===== src/rtl/ec_l4_pool_packer.sv =====
// ec_l4_pool_packer: packs per-channel PE_EC_L4 pool results into one word per pooled pixel
//   clk, rst (async, active-high), clr (sync frame abort)
//   in_valid/in_ready/in_data_4 : one channel per accept, one-hot pool index or zero
//   out_valid/out_ready/out_act/out_mask/out_eol/out_eof : packed pixel word from a 2-entry FIFO
//   err : sticky flag, set when an accepted nibble has more than one bit set
module ec_l4_pool_packer #(
   parameter int N_CH  = 64,
   parameter int OUT_W = 14,
   parameter int OUT_H = 14
) (
   input  logic                clk,
   input  logic                rst,
   input  logic                clr,
   input  logic                in_valid,
   output logic                in_ready,
   input  logic [3:0]          in_data_4,
   output logic                out_valid,
   input  logic                out_ready,
   output logic [N_CH-1:0]     out_act,
   output logic [4*N_CH-1:0]   out_mask,
   output logic                out_eol,
   output logic                out_eof,
   output logic                err
);
   localparam int CHW = $clog2(N_CH);
   localparam int CW  = OUT_W > 1 ? $clog2(OUT_W) : 1;
   localparam int RW  = OUT_H > 1 ? $clog2(OUT_H) : 1;
   localparam int WW  = 5 * N_CH + 2;
   logic [CHW-1:0]    ch;
   logic [CW-1:0]     col;
   logic [RW-1:0]     row;
   logic [N_CH-1:0]   act_acc, act_nxt;
   logic [4*N_CH-1:0] mask_acc, mask_nxt;
   logic [WW-1:0]     fifo [2];
   logic [1:0]        cnt;
   logic              accept, push, pop, eol, eof, wr;
   assign accept    = in_valid && in_ready;
   assign push      = accept && (ch == CHW'(N_CH - 1));
   assign out_valid = cnt != 2'd0;
   assign pop       = out_valid && out_ready;
   assign in_ready  = !rst && !clr && (cnt < 2'd2);
   assign eol       = col == CW'(OUT_W - 1);
   assign eof       = eol && (row == RW'(OUT_H - 1));
   // push lands behind whatever survives this cycle's pop
   assign wr        = cnt[0] && !pop;
   assign out_act   = out_valid ? fifo[0][WW-1 -: N_CH] : '0;
   assign out_mask  = out_valid ? fifo[0][4*N_CH+1 -: 4*N_CH] : '0;
   assign out_eol   = out_valid && fifo[0][1];
   assign out_eof   = out_valid && fifo[0][0];
   always_comb begin
      act_nxt               = act_acc;
      mask_nxt              = mask_acc;
      act_nxt[ch]           = |in_data_4;
      mask_nxt[4*ch +: 4]   = in_data_4;
   end
   always_ff @(posedge clk or posedge rst) begin
      if (rst) begin
         ch       <= '0;
         col      <= '0;
         row      <= '0;
         cnt      <= '0;
         err      <= 1'b0;
         act_acc  <= '0;
         mask_acc <= '0;
         fifo[0]  <= '0;
         fifo[1]  <= '0;
      end else if (clr) begin
         ch       <= '0;
         col      <= '0;
         row      <= '0;
         cnt      <= '0;
         err      <= 1'b0;
         act_acc  <= '0;
         mask_acc <= '0;
         fifo[0]  <= '0;
         fifo[1]  <= '0;
      end else begin
         if (accept) begin
            act_acc  <= act_nxt;
            mask_acc <= mask_nxt;
            ch       <= ch + 1'b1;
            if ((in_data_4 & (in_data_4 - 4'd1)) != 4'd0)
               err <= 1'b1;
         end
         if (push) begin
            if (eof) begin
               col <= '0;
               row <= '0;
            end else if (eol) begin
               col <= '0;
               row <= row + 1'b1;
            end else
               col <= col + 1'b1;
         end
         if (pop)
            fifo[0] <= fifo[1];
         // a push with cnt==1 and a pop overrides the shift above
         if (push)
            fifo[wr] <= {act_nxt, mask_nxt, eol, eof};
         cnt <= cnt + {1'b0, push} - {1'b0, pop};
      end
   end
endmodule


===== config.mk =====
export PLATFORM = sky130hd
export DESIGN_NAME = ec_l4_pool_packer
export DESIGN_NICKNAME = d
export VERILOG_FILES = /design/src/rtl/ec_l4_pool_packer.sv
export SDC_FILE = /design/constraint.sdc
export NUM_CORES = 2
export LEC_CHECK = 0
export BUFFER_PORTS_ARGS = -buffer_cell sky130_fd_sc_hd__buf_2
export CAP_MARGIN = 20
export CORE_MARGIN = 2
export CORE_UTILIZATION = 55
export CTS_CLUSTER_SIZE = 12
export DETAILED_ROUTE_END_ITERATION = 8
export PLACE_DENSITY_LB_ADDON = 0.3
export REMOVE_ABC_BUFFERS = 1
export SLEW_MARGIN = 20
export SYNTH_ARGS = -nofsm -noshare
export SYNTH_HDL_FRONTEND = slang
export SYNTH_SLANG_ARGS = --single-unit

===== constraint.sdc =====
create_clock -name clk -period 27.8 [get_ports clk]
set_input_delay 2.78 -clock clk [delete_from_list [all_inputs] [get_ports clk]]
set_output_delay 2.78 -clock clk [all_outputs]
set_load 0.01 [all_outputs]

==> out/qor.csv <==
metric;value;unit
outcome;finished, final reports clean;
drt drc;0;
initial core utilization;55.6;%
period utilisation layout;26.0;%
largest net degree at the start of global routing;252;
startpoint type of the worst setup path;input port;
fin nets;5043;
core footprint;85300;um2
initial antenna violation count;1;
RSZ-0062 raised after global routing;no;
cell depth of the worst hold path;2;
simple-gate share of the synthesized area;20.7;%
global route overflow;0;
Seq cells post-synth;981;
Synth Cell Area;47400;um2
CTS max path bufs;3;
Fin. Hold Viols;0;
async set-or-reset flop fraction in the synthesized netlist;100;%
Fin Setup TNS;0;ps
Compound-Gate Fraction of Synth Area;14.4;%
cells after synthesis;4983;
CTS tree;done;
final setup vio count;0;
Hold Crit Class;reg2reg;
CTS root buf;clkbuf_16;
Max FO, Critical Path;196;
relative slew slack;18.4;%
R2R cell count;10;
cts bufs inserted;100;
Initial DRT Pass Iterations;8;
XOR/XNOR share of the synthesized area;0.222;%
global-route usage over all layers;31.4;%
Avg Vias per Cell;6.27;
post-detail-place hpwl;85300;um
global-route wire length before repair;221000;um
initial DRC count;4351;
# rows;107;
I/O Buffers;333;
H-tree Lvls;3;
wire per inst;22.6;um
main combinational cell family by area after synthesis;simple AND/OR/NAND/NOR gates;
Crit path arrival time;7720;ps
Synth Area in Adders;0.206;%
Yosys top cell by area;dfrtp_1;
Main synth FF type;dfrtp_1;
# IOs;334;
VDD IR max;0.0000473;V
total setup buffers inserted after CTS;0;
Leakage;24.9;nW
WL final;141000;um
Avg Cell Area, Syn;9.52;um2
power per cell area;56.3;nW/um2
Yosys top cell area share;51.8;%
WS Path Type;in2reg;
Critical Path End Type;register;
Worst-Skew Late Latency;680;ps
die height;298;um
Post-synth top cells;dfrtp_1, nand2_1, o21ai_0, mux2i_1, clkbuf_1;
gpl congestion;0.877;
Die ar.;88600;um2
cell with the most instances after synthesis;dfrtp_1;
EDFF count, synth;0;
Area Overhead vs Synth;10.9;%
Clk pin slew, worst setup/hold paths;60;ps
post-synthesis mux area share;8.81;%
Seq/Total Area, Yosys;51.8;%
Yosys Warn Count;0;
via count;39100;
Synth area leaders;dfrtp_1, mux2i_1, nand2_1, and2_1, o21ai_0;
post-layout min period;7220;ps
Slew Limit Fails;0;
Die W;298;um
max-cap violations;0;
Slew @ Worst Pin;1220;ps
FMAX;138;MHz
Resized cells post-CTS;0;
worst clock skew;27.5;ps
clock net sink count;981;
Yosys cell types;68;
ANT nets after route;0;
critical path required time;28300;ps
share of layout cells above drive strength 1;12.5;%
number of hold buffers added after CTS;0;
Final Power;0.00296;W
number of global-route vias before repair;37800;
-- per-layer routing --
metal  vias to the layer above  global-route usage [%]  share of wire [%]
met5                         -                       0                  0
met4                         0                    13.6                4.4
met3                       364                    6.24                8.5
met2                      1793                    48.0                 45
met1                     19300                    43.7                 42
li1                      17600                       -                  -
-- power by group --
group          internal (W)  switching, W
clock              0.000734      0.000561
sequential          0.00143    0.00000251
combinational     0.0000361      0.000196
total               0.00220      0.000760
-- path summary, 6_finish.rpt --
kind	startpoint	endpoint	slack (ps)
worst max-delay path	clr	fifo[272]	20580
worst max register to register	ch[4]	fifo[272]	22190
worst min-delay path	fifo[451]	fifo[451]	480
max in group asynchronous	rst	mask_acc[70]	22060
min in group asynchronous	rst	fifo[398]	2340
worst min register to register	fifo[451]	fifo[451]	480
-- logic make-up (layout without fill, tap and decap cells) --
kind of cell,after synthesis,count (layout)
flip-flops,981,981
AND/OR/NAND/NOR,2024,2024
adder cells (fa/ha/maj),8,8
AO/OA/AOI/OAI,1066,1066
multiplexers,412,412
other,0,3
buffers and inverters,480,590
XOR/XNOR,12,12
-- registers in the layout (all words and copies together) (netlist names) --
signal	count
err	1
row	4
col	4
fifo	644
cnt	2
mask_acc	256
act_acc	64
ch	6
-- worst max-delay path, cell delays in order --
cell	delay [ps]
buf_8	210
or4b_4	740
nor3_4	250
buf_4	620
buf_4	830
nand2_4	790
buf_12	460
buf_16	300
nand3_1	240
o21ai_0	120
-- per-stage QoR --
stage / hold slack, ps / area (um2) / setup slack, ps / instances / util, %
final: 483 / 52600 / 20580 / 6240 / 61.7
after global routing: 496 / 52600 / 20430 / 6237 / 61.7
after CTS: 487 / 52500 / 20860 / 6234 / 61.6
after detailed placement: 473 / 49400 / 20180 / 6066 / 57.9
after global placement: 467 / 49400 / 20250 / 6066 / 57.9
after floorplan: 448 / 45700 / -8740 / 4524 / -
-- layout by cell type, fill, tap and decap left out, types with 29 or more instances in the layout --
cell	instances
nand2_1	701
a21oi_1	221
mux2_2	45
and2_1	340
mux2i_1	365
o2bb2ai_1	61
a211oi_1	70
a32o_1	31
a31oi_1	71
clkbuf_16	103
nor2_1	281
and3_1	81
a22o_1	31
a311oi_1	65
o221ai_1	52
or3_1	35
nand3_1	340
buf_2	332
buf_4	60
nand4_1	29
o21ai_0	379
dfrtp_1	981
nor3_1	106
-- cell type report --
cell class                      count  area [um2]
Antenna cell                        3        7.51
Clock buffer                      149        2940
Clock inverter                     19         150
Fill cell                        7156       32700
Inverter                           21        96.3
Multi-Input combinational cell   3522       21100
Sequential cell                   981       24500
Tap cell                         1144        1430
Timing Repair Buffer              401        2290
No activity file was read; power rests on OpenSTA's default activity.
